File: config.mk
export PLATFORM = sky130hd
export DESIGN_NAME = pipeline_hazard_ctrl_flat
export DESIGN_NICKNAME = d
export VERILOG_FILES = /design/src/rtl/pipeline_hazard_ctrl_pkg.sv /design/src/rtl/pipeline_hazard_ctrl_if.sv /design/src/rtl/pipeline_hazard_ctrl_lu.sv /design/src/rtl/pipeline_hazard_ctrl.sv /design/src/flat_wrapper.sv
export SDC_FILE = /design/constraint.sdc
export NUM_CORES = 1
export LEC_CHECK = 0
export ABC_AREA = 1
export CAP_MARGIN = 10
export CORE_MARGIN = 4
export CORE_UTILIZATION = 25
export CTS_BUF_LIST = sky130_fd_sc_hd__clkbuf_8 sky130_fd_sc_hd__clkbuf_16
export CTS_CLUSTER_SIZE = 25
export DETAILED_ROUTE_END_ITERATION = 10
export HOLD_SLACK_MARGIN = 0.12
export PLACE_DENSITY_LB_ADDON = 0.1
export SLEW_MARGIN = 10
export SYNTH_ARGS = -nofsm -noshare
export SYNTH_HDL_FRONTEND = slang
export SYNTH_HIERARCHICAL = 1
export SYNTH_SLANG_ARGS = --single-unit
File: constraint.sdc
create_clock -name clk -period 2.5 [get_ports clk]
set_input_delay 0.25 -clock clk [delete_from_list [all_inputs] [get_ports clk]]
set_output_delay 0.25 -clock clk [all_outputs]
set_load 0.01 [all_outputs]
File: src/rtl/pipeline_hazard_ctrl_pkg.sv
// Shared types and constants for the pipeline hazard controller.
//   REG_W    : width of a register-number field
//   REG_ZERO : register $zero, never a real load destination
//   state_e  : controller FSM states
package pipe_pkg;

  localparam int REG_W = 5;
  localparam logic [REG_W-1:0] REG_ZERO = 5'd0;

  typedef enum logic [1:0] {
    RUN      = 2'd0,
    MDU_WAIT = 2'd1,
    RELEASE  = 2'd2
  } state_e;

endpackage

File: src/rtl/pipeline_hazard_ctrl_if.sv
// Bundle between the pipeline datapath and the hazard controller.
//   master : pipeline side, drives the ID/EX status and mdu_done, receives the controls
//   slave  : controller side, receives the status, drives the controls and the debug outputs
interface pipeline_hazard_ctrl_if #(
  parameter int CNT_W = 16
);
  import pipe_pkg::*;

  logic [REG_W-1:0] id_rs;
  logic [REG_W-1:0] id_rt;
  logic             id_use_rs;
  logic             id_use_rt;
  logic             id_is_mdu;
  logic             ex_mem_read;
  logic [REG_W-1:0] ex_rt;
  logic             ex_branch_taken;
  logic             mdu_done;

  logic             pc_write;
  logic             ifid_write;
  logic             ifid_flush;
  logic             idex_bubble;
  logic             mdu_start;
  logic [CNT_W-1:0] stall_count;
  logic             mdu_timeout;

  modport master (
    output id_rs, id_rt, id_use_rs, id_use_rt, id_is_mdu,
           ex_mem_read, ex_rt, ex_branch_taken, mdu_done,
    input  pc_write, ifid_write, ifid_flush, idex_bubble,
           mdu_start, stall_count, mdu_timeout
  );

  modport slave (
    input  id_rs, id_rt, id_use_rs, id_use_rt, id_is_mdu,
           ex_mem_read, ex_rt, ex_branch_taken, mdu_done,
    output pc_write, ifid_write, ifid_flush, idex_bubble,
           mdu_start, stall_count, mdu_timeout
  );

endinterface

File: src/rtl/pipeline_hazard_ctrl_lu.sv
// Load-use comparator: flags an ID instruction that reads the register
// a load currently in EX is about to write.
//   inputs : ID source fields + use flags, EX load flag + destination
//   lu_o   : stall required this cycle
module lu_hazard_cmp
  import pipe_pkg::*;
(
  input  logic [REG_W-1:0] id_rs_i,
  input  logic [REG_W-1:0] id_rt_i,
  input  logic             id_use_rs_i,
  input  logic             id_use_rt_i,
  input  logic             ex_mem_read_i,
  input  logic [REG_W-1:0] ex_rt_i,
  output logic             lu_o
);

  // $zero is hardwired, so a load targeting it creates no dependency.
  assign lu_o = ex_mem_read_i & (ex_rt_i != REG_ZERO) &
                ((id_use_rs_i & (id_rs_i == ex_rt_i)) |
                 (id_use_rt_i & (id_rt_i == ex_rt_i)));

endmodule

File: src/rtl/pipeline_hazard_ctrl.sv
// Hazard/stall controller for the five-stage pipeline. Drives PC, IF/ID and
// ID/EX enables, flushes and bubbles; sequences multi-cycle MDU operations.
//   clk, rst_n : clock, async active-low reset
//   bus        : slave side of pipeline_hazard_ctrl_if (status in, controls out,
//                saturating stall_count and sticky mdu_timeout)
//
// state    | meaning
// ---------+-----------------------------------------------------------
// RUN      | normal flow; branch flush, load-use bubble or MDU launch
// MDU_WAIT | front end held until mdu_done or the wait limit expires
// RELEASE  | one cycle letting the held MDU instruction advance to EX
module pipeline_hazard_ctrl
  import pipe_pkg::*;
#(
  parameter int CNT_W       = 16,
  parameter int MDU_TIMEOUT = 64
) (
  input  logic                    clk,
  input  logic                    rst_n,
  pipeline_hazard_ctrl_if.slave   bus
);

  localparam int WAIT_W = (MDU_TIMEOUT > 1) ? $clog2(MDU_TIMEOUT) : 1;
  localparam logic [WAIT_W-1:0] WAIT_LAST = WAIT_W'(MDU_TIMEOUT - 1);

  state_e             state_q, state_d;
  logic [WAIT_W-1:0]  wait_cnt_q, wait_cnt_d;
  logic               timeout_q, timeout_d;
  logic [CNT_W-1:0]   stall_cnt_q, stall_cnt_d;

  logic lu;
  logic pc_write, ifid_write, ifid_flush, idex_bubble, mdu_start;

  lu_hazard_cmp u_lu (
    .id_rs_i       (bus.id_rs),
    .id_rt_i       (bus.id_rt),
    .id_use_rs_i   (bus.id_use_rs),
    .id_use_rt_i   (bus.id_use_rt),
    .ex_mem_read_i (bus.ex_mem_read),
    .ex_rt_i       (bus.ex_rt),
    .lu_o          (lu)
  );

  always_comb begin
    state_d     = state_q;
    wait_cnt_d  = wait_cnt_q;
    timeout_d   = timeout_q;
    pc_write    = 1'b1;
    ifid_write  = 1'b1;
    ifid_flush  = 1'b0;
    idex_bubble = 1'b0;
    mdu_start   = 1'b0;

    case (state_q)
      RUN: begin
        if (bus.ex_branch_taken) begin
          // ID instruction is squashed, so its hazards do not matter.
          ifid_flush  = 1'b1;
          idex_bubble = 1'b1;
        end else if (lu) begin
          pc_write    = 1'b0;
          ifid_write  = 1'b0;
          idex_bubble = 1'b1;
        end else if (bus.id_is_mdu) begin
          mdu_start   = 1'b1;
          pc_write    = 1'b0;
          ifid_write  = 1'b0;
          idex_bubble = 1'b1;
          state_d     = MDU_WAIT;
          wait_cnt_d  = '0;
        end
      end
      MDU_WAIT: begin
        pc_write    = 1'b0;
        ifid_write  = 1'b0;
        idex_bubble = 1'b1;
        // done has priority so a late-but-valid result is not flagged.
        if (bus.mdu_done) begin
          state_d = RELEASE;
        end else if (wait_cnt_q == WAIT_LAST) begin
          timeout_d = 1'b1;
          state_d   = RELEASE;
        end else begin
          wait_cnt_d = wait_cnt_q + 1'b1;
        end
      end
      RELEASE: state_d = RUN;
      default: state_d = RUN;
    endcase

    if (!rst_n) begin
      pc_write    = 1'b0;
      ifid_write  = 1'b0;
      ifid_flush  = 1'b1;
      idex_bubble = 1'b1;
      mdu_start   = 1'b0;
    end

    stall_cnt_d = stall_cnt_q;
    if (!pc_write && (stall_cnt_q != '1))
      stall_cnt_d = stall_cnt_q + 1'b1;
  end

  always_ff @(posedge clk or negedge rst_n) begin
    if (!rst_n) begin
      state_q     <= RUN;
      wait_cnt_q  <= '0;
      timeout_q   <= 1'b0;
      stall_cnt_q <= '0;
    end else begin
      state_q     <= state_d;
      wait_cnt_q  <= wait_cnt_d;
      timeout_q   <= timeout_d;
      stall_cnt_q <= stall_cnt_d;
    end
  end

  assign bus.pc_write    = pc_write;
  assign bus.ifid_write  = ifid_write;
  assign bus.ifid_flush  = ifid_flush;
  assign bus.idex_bubble = idex_bubble;
  assign bus.mdu_start   = mdu_start;
  assign bus.stall_count = stall_cnt_q;
  assign bus.mdu_timeout = timeout_q;

endmodule

File: src/flat_wrapper.sv
// flat-port wrapper written by rule: the top's interface ports become plain ports
module pipeline_hazard_ctrl_flat import pipe_pkg::*;
#(
  parameter int CNT_W       = 16,
  parameter int MDU_TIMEOUT = 64
)
  (clk, rst_n, bus_id_rs, bus_id_rt, bus_id_use_rs, bus_id_use_rt, bus_id_is_mdu, bus_ex_mem_read, bus_ex_rt, bus_ex_branch_taken, bus_mdu_done, bus_pc_write, bus_ifid_write, bus_ifid_flush, bus_idex_bubble, bus_mdu_start, bus_stall_count, bus_mdu_timeout);
  pipeline_hazard_ctrl_if #(.CNT_W(CNT_W)) bus_i ();
  input  logic clk;
  input  logic rst_n;
  input wire logic [$bits(bus_i.id_rs)-1:0] bus_id_rs;
  input wire logic [$bits(bus_i.id_rt)-1:0] bus_id_rt;
  input wire logic [$bits(bus_i.id_use_rs)-1:0] bus_id_use_rs;
  input wire logic [$bits(bus_i.id_use_rt)-1:0] bus_id_use_rt;
  input wire logic [$bits(bus_i.id_is_mdu)-1:0] bus_id_is_mdu;
  input wire logic [$bits(bus_i.ex_mem_read)-1:0] bus_ex_mem_read;
  input wire logic [$bits(bus_i.ex_rt)-1:0] bus_ex_rt;
  input wire logic [$bits(bus_i.ex_branch_taken)-1:0] bus_ex_branch_taken;
  input wire logic [$bits(bus_i.mdu_done)-1:0] bus_mdu_done;
  output wire logic [$bits(bus_i.pc_write)-1:0] bus_pc_write;
  output wire logic [$bits(bus_i.ifid_write)-1:0] bus_ifid_write;
  output wire logic [$bits(bus_i.ifid_flush)-1:0] bus_ifid_flush;
  output wire logic [$bits(bus_i.idex_bubble)-1:0] bus_idex_bubble;
  output wire logic [$bits(bus_i.mdu_start)-1:0] bus_mdu_start;
  output wire logic [$bits(bus_i.stall_count)-1:0] bus_stall_count;
  output wire logic [$bits(bus_i.mdu_timeout)-1:0] bus_mdu_timeout;
  assign bus_i.id_rs = bus_id_rs;
  assign bus_i.id_rt = bus_id_rt;
  assign bus_i.id_use_rs = bus_id_use_rs;
  assign bus_i.id_use_rt = bus_id_use_rt;
  assign bus_i.id_is_mdu = bus_id_is_mdu;
  assign bus_i.ex_mem_read = bus_ex_mem_read;
  assign bus_i.ex_rt = bus_ex_rt;
  assign bus_i.ex_branch_taken = bus_ex_branch_taken;
  assign bus_i.mdu_done = bus_mdu_done;
  assign bus_pc_write = bus_i.pc_write;
  assign bus_ifid_write = bus_i.ifid_write;
  assign bus_ifid_flush = bus_i.ifid_flush;
  assign bus_idex_bubble = bus_i.idex_bubble;
  assign bus_mdu_start = bus_i.mdu_start;
  assign bus_stall_count = bus_i.stall_count;
  assign bus_mdu_timeout = bus_i.mdu_timeout;
  pipeline_hazard_ctrl #(.CNT_W(CNT_W), .MDU_TIMEOUT(MDU_TIMEOUT)) u_core (.clk(clk), .rst_n(rst_n), .bus(bus_i));
endmodule
* Yosys cells after proc, flatten, opt, wreduce, memory -nomap -nowiden
Cells that the tools add are included.
** Operators by class
- $add $sub $neg :: 2
- Eq/ne operators :: 11
- Mux-type cells :: 29
- Bitwise operators :: 6
- Reductions and logical operators :: 8
** Operators with widths (count)
- $mux W6 :: 5
- $add A16 B1 Y16 const B :: 1
- $ne A16 B16 Y1 const B :: 1
- $mux W1 :: 15
- $pmux W6 S2 :: 1
- $eq A5 B5 Y1 :: 2
- $mux W2 :: 5
- $ne A2 B2 Y1 const B :: 5
- $add A6 B1 Y6 const B :: 1
- $eq A6 B6 Y1 const B :: 1
- $reduce_and A6 Y1 :: 1
- $reduce_bool A5 Y1 :: 1
- $and A1 B1 Y1 :: 4
- $pmux W1 S2 :: 2
- $pmux W2 S2 :: 1
- $reduce_and A4 Y1 :: 1
- $ne A3 B2 Y1 const B :: 1
- $reduce_and A3 Y1 :: 1
- $eq A2 B1 Y1 const B :: 1
- $logic_not A2 Y1 :: 1
- $reduce_bool A2 Y1 :: 1
- $logic_and A1 B1 Y1 :: 1
- $logic_not A1 Y1 :: 1
- $not A1 Y1 :: 1
- $or A1 B1 Y1 :: 1
** Word-level totals
- Bits in registers :: 25
- Input port bits :: 23
- Output and inout port bits :: 22
- Word-level logic and storage cells :: 60

* Depth between registers and ports, before layout
- Word-level depth :: 10
- Depth in mapped cells :: 15
- Mapped depth without buffers :: 14

* Hierarchy
Netlist, hierarchy kept.
** By module, submodules not included
- pipeline_hazard_ctrl :: times used 1, cells an instance 221, area each 1550.2 um^2, seq. area each 625.6 um^2
- lu_hazard_cmp :: times used 1, cells an instance 54, area each 216.5 um^2, seq. area each 0.0 um^2

* Worst setup path before layout
OpenSTA, ideal clock, no wires.
- Path kind :: reg2reg
- From :: register u_core.stall_cnt_q[1], in the netlist u_core/bus.stall_count[1]
- To :: register u_core.stall_cnt_q[3], in the netlist u_core/bus.stall_count[3]
- Arrival time :: 1.413 ns
- Setup slack :: 0.970 ns
- Cell stages (with the launch flop) :: 10
- Clock period less this slack :: 1.530 ns
- Cell sequence :: dfrtp_1 -> ha_1 -> nand3_2 -> clkinv_1 -> nand2_2 -> o21ai_4 -> nand2_4 -> buf_6 -> nand2_1 -> nand2_1
** Between the ends
- Cells in the longest elaborated chain, start to end :: 2
- Elaborated cells between the ends (all ways) :: 3
- Those cells by class :: add/sub: 1; eq/ne: 1; reduce/logical: 1
** RTL lines
- start, declared :: RTL line pipeline_hazard_ctrl.sv:29 : logic [CNT_W-1:0] stall_cnt_q, stall_cnt_d;
- start signal, assigned :: RTL line pipeline_hazard_ctrl.sv:114 : stall_cnt_q <= stall_cnt_d;
- parallel branches: the longest is 2 deep, another holds $add A16 B1 Y16
Parallel ways; which one is timed is not known.
A chain may end at the register's enable or synchronous reset.

* Worst setup path in the final report
- From :: input bus_ex_rt[2]
- To :: output bus_mdu_start
** Between the ends
- Cells in the longest elaborated chain, start to end :: 8
- Elaborated cells between the ends (all ways) :: 12
- Those cells by class :: eq/ne: 2; mux: 4; bitwise: 5; reduce/logical: 1
** RTL lines
- start, declared :: RTL line flat_wrapper.sv:17 : input wire logic [$bits(bus_i.ex_rt)-1:0] bus_ex_rt;
- $eq A5 B5 Y1, on equally long branches :: RTL line pipeline_hazard_ctrl_lu.sv:19, pipeline_hazard_ctrl_lu.sv:20
- $and A1 B1 Y1, on equally long branches :: RTL line pipeline_hazard_ctrl_lu.sv:19, pipeline_hazard_ctrl_lu.sv:20
- $or A1 B1 Y1 :: RTL line pipeline_hazard_ctrl_lu.sv:19 : ((id_use_rs_i & (id_rs_i == ex_rt_i)) |
- $and A1 B1 Y1 (*) :: RTL line pipeline_hazard_ctrl_lu.sv:18 : assign lu_o = ex_mem_read_i & (ex_rt_i != REG_ZERO) &
- named net u_core.lu :: RTL line pipeline_hazard_ctrl.sv:31 : logic lu;
- $mux W1 (*) :: RTL line pipeline_hazard_ctrl.sv:60 : end else if (lu) begin
- $mux W1 (*) :: RTL line pipeline_hazard_ctrl.sv:56 : if (bus.ex_branch_taken) begin
- $mux W1 (*) :: RTL line pipeline_hazard_ctrl.sv:54 : case (state_q)
- $mux W1 (*) :: RTL line pipeline_hazard_ctrl.sv:91 : if (!rst_n) begin
- end, declared :: RTL line flat_wrapper.sv:24 : output wire logic [$bits(bus_i.mdu_start)-1:0] bus_mdu_start;
The timed path passes the listed nets; every way through them passes the cells marked *.

==> run metrics <==
sequential share of power=between 30% and 40%; slew at the pin closest to its max-slew limit=about 0.45 ns; via count=1,724; status=completed; wire per inst=10.7 um; global-route met2 utilization=18.2%; Yosys top cell by area=dfrtp_1; Static Leak=around 0.0012 uW; max_cap viols=0; number of global-route vias before repair=1,632; HPWL after detailed placement=3530 um; DIE AREA=around 8500 um2; CTS tree=yes; Via density=a little over 4; PwrDens=634 nW/um2; port bufs=44; Seq/Total Area, Yosys=35.4%; Tcrit/Tclk final=about nine tenths; Worst Hold Slack=about 0.38 ns; CP Capture Type=primary output; Hold Vio Cnt, Final=0; crit path max fanout=4; IO Pins=45; number of enable flip-flop cells after synthesis=0; Rel. slew slack=a little over two thirds; Mapped Area=~1800 um2; die width=92.1 um; initial core utilization=about a quarter; Area Growth Syn to Fin=34.1%; chip height=between 90 and 100 um; diode count=0; Worst Hold Class=in -> async; Multi-input gate area=963 um2; design internal power=897 uW; CTS Buf Count=3; Post-synth top cells=105 x nand2_1, 35 x inv_1, 30 x nor2_1; H-tree depth=1; Switch Pwr=between 600 and 700 uW; register area=roughly 630 um2; Layout Nets=348; VDD IR max=approximately 0.35 mV; Synth Warn #=6; root buffer cell=clkbuf_8; Critical Path AT=approximately 2.0 ns; Syn Area/Cell=roughly 6.4 um2; largest net degree at the start of global routing=27; post-synthesis instance total=between 200 and 300; dominant cell by count in the synthesized netlist=nand2_1; final core occ=34.7%; RR Startpoint=u_core/bus.stall_count[0]; R2R cell count=8; first-pass GRT wire length=between 7000 and 8000 um; kind of start point of the critical path=input port; RSZ-0062 raised after global routing=no; FMAX=~0.45 GHz; clk_skew=~0.0054 ns; Routed WL=around 4500 um; Post-Synthesis Net Count=300; DR iter-0 viols=47; GRT met3 Usage=between 2 and 2.5%; Synth cell types=25; top cells by area, synth=dfrtp_1 35%, nand2_1 22%, nand3_1 8.2%, inv_1 7.4%, nor2_1 6.4%; routing usage on met1=between 10% and 20%; Slew Limit Fails=0; row count=30; post-layout instance area=2370 um2; clock sinks=25; drc violations=0; routability-driven placement congestion ratio=between 0.7 and 0.8; type of the worst setup path=in -> out; Post-synth ARST share=100%; clock-pin slew on the worst setup and hold paths=roughly 0.09 ns; FILL cells=around 780; combinational fraction of design power=a little over two fifths; busiest grt layer=met2; clk_lat worst skew=between 0.2 and 0.3 ns; #FFs+latches synth=25; Clock Path Buffers=2; Final setup viols=0; Hold-fix buffers, CTS=0; Pre-antenna DRT Iters=4; setup TNS=0 ns; core area=just under 7000 um2; GRT Total Usage=about 11%; r2r setup slk=0.64 ns; total power=approximately 1500 uW; Yosys top cell area share=a little over a third; crit path time final=approximately 2.2 ns; DP Area=2310 um2; Main synth FF type=dfrtp_1; initial antenna violation count=0; Clock Power Share=between 15 and 20%; Sw Ratio=approximately 40%; RR Endpoint=u_core/bus.stall_count[15]; CP required=~2.3 ns; GRT overflow=0; final antenna-violating net count=0; layout cell share with drive strength beyond 1=under 10%
## layer usage
metal | up-vias | share of wire [%]
li1 | 950 | -
met1 | 752 | 50
met2 | 20 | 46
met3 | 2 | 3.3
met4 | 0 | 0.67
met5 | - | 0
## power by group through the flow
stage	Clock, uW	Sequential (uW)	Combinational, uW
finish	246	595	660
detailed placement	0	605	674
CTS	264	597	678
global route	279	612	742
floorplan	0	607	382
global placement	0	604	674
## state kept, by name, summed over array words and instances (netlist names)
signal	count
u_core/state_q	2
u_core/bus.stall_count	16
u_core/wait_cnt_q	6
u_core/bus.mdu_timeout	1
## worst max-delay path by stage
stage,startpoint,to,depth (start not counted)
finish,bus_ex_rt[2],bus_mdu_start,9
global route,bus_ex_rt[1],bus_mdu_start,11
CTS,bus_ex_rt[4],bus_pc_write,13
detailed placement,bus_ex_rt[4],bus_pc_write,13
global placement,bus_ex_rt[4],bus_ifid_write,13
floorplan,u_core/bus.stall_count[1],u_core/bus.stall_count[3],9
## critical path, stage by stage
cell and delay [ns]:
clkdlybuf4s50_1 0.42, inv_1 0.12, nand4_1 0.11, o21ai_0 0.15
a21oi_1 0.06, inv_1 0.08, nand2_1 0.07, nor3_1 0.15
clkdlybuf4s50_1 0.56
## area by class of cell
type / count / area share, %
multi-input combinational: 208 / 40.7
timing repair buffer: 47 / 19.9
clock buffer: 3 / 1.74
tap: 96 / 5.07
sequential: 25 / 26.4
clock inverter: 1 / 0.211
inverter: 38 / 6.02
## cells by family after synthesis
logic type               after synthesis  synth area share (%)
flip-flops                            25                  35.4
buffers and inverters                 42                  10.1
XOR/XNOR                               8                  3.97
adder cells (fa/ha/maj)                2                  1.42
AO/OA/AOI/OAI                         15                  5.03
AND/OR/NAND/NOR                      183                  44.1
## cell usage in the layout (no fill, tap or decap)
cell             netlist  routed
ha_1                   2       2
dfrtp_1               25      25
nand2_2                5       5
dlymetal6s2s_1         0       3
nand2_1              105     105
clkdlybuf4s50_1        0      41
nor3_1                 2       2
inv_2                  2       2
nor2_1                30      30
a21o_1                 1       1
inv_1                 35      35
nand2_4                1       1
clkbuf_8               0       3
xnor2_1                4       4
a21oi_1                3       3
buf_4                  1       3
nand3_1               29      29
nand4_1                6       6
o21ai_4                1       1
clkinv_1               1       1
nor2_2                 2       2
nand3_2                1       1
nand3b_1               1       1
nor3b_1                1       1
o21ai_0               10      10
xor2_1                 4       4
clkinv_2               0       1
## per-stage QoR
step | std cells | worst slack, ns
CTS | 418 | 0.119
global route | 418 | 0.128
detailed placement | 414 | 0.122
global placement | 414 | 0.152
floorplan | 275 | 0.970
finish | 418 | 0.289
## timing repair
action                     4_1_cts  5_1_grt
buffers inserted                 0        0
setup endpoints to repair        0        3
resized for setup                0        3
Note: power is estimated with default switching activity, not from simulation.
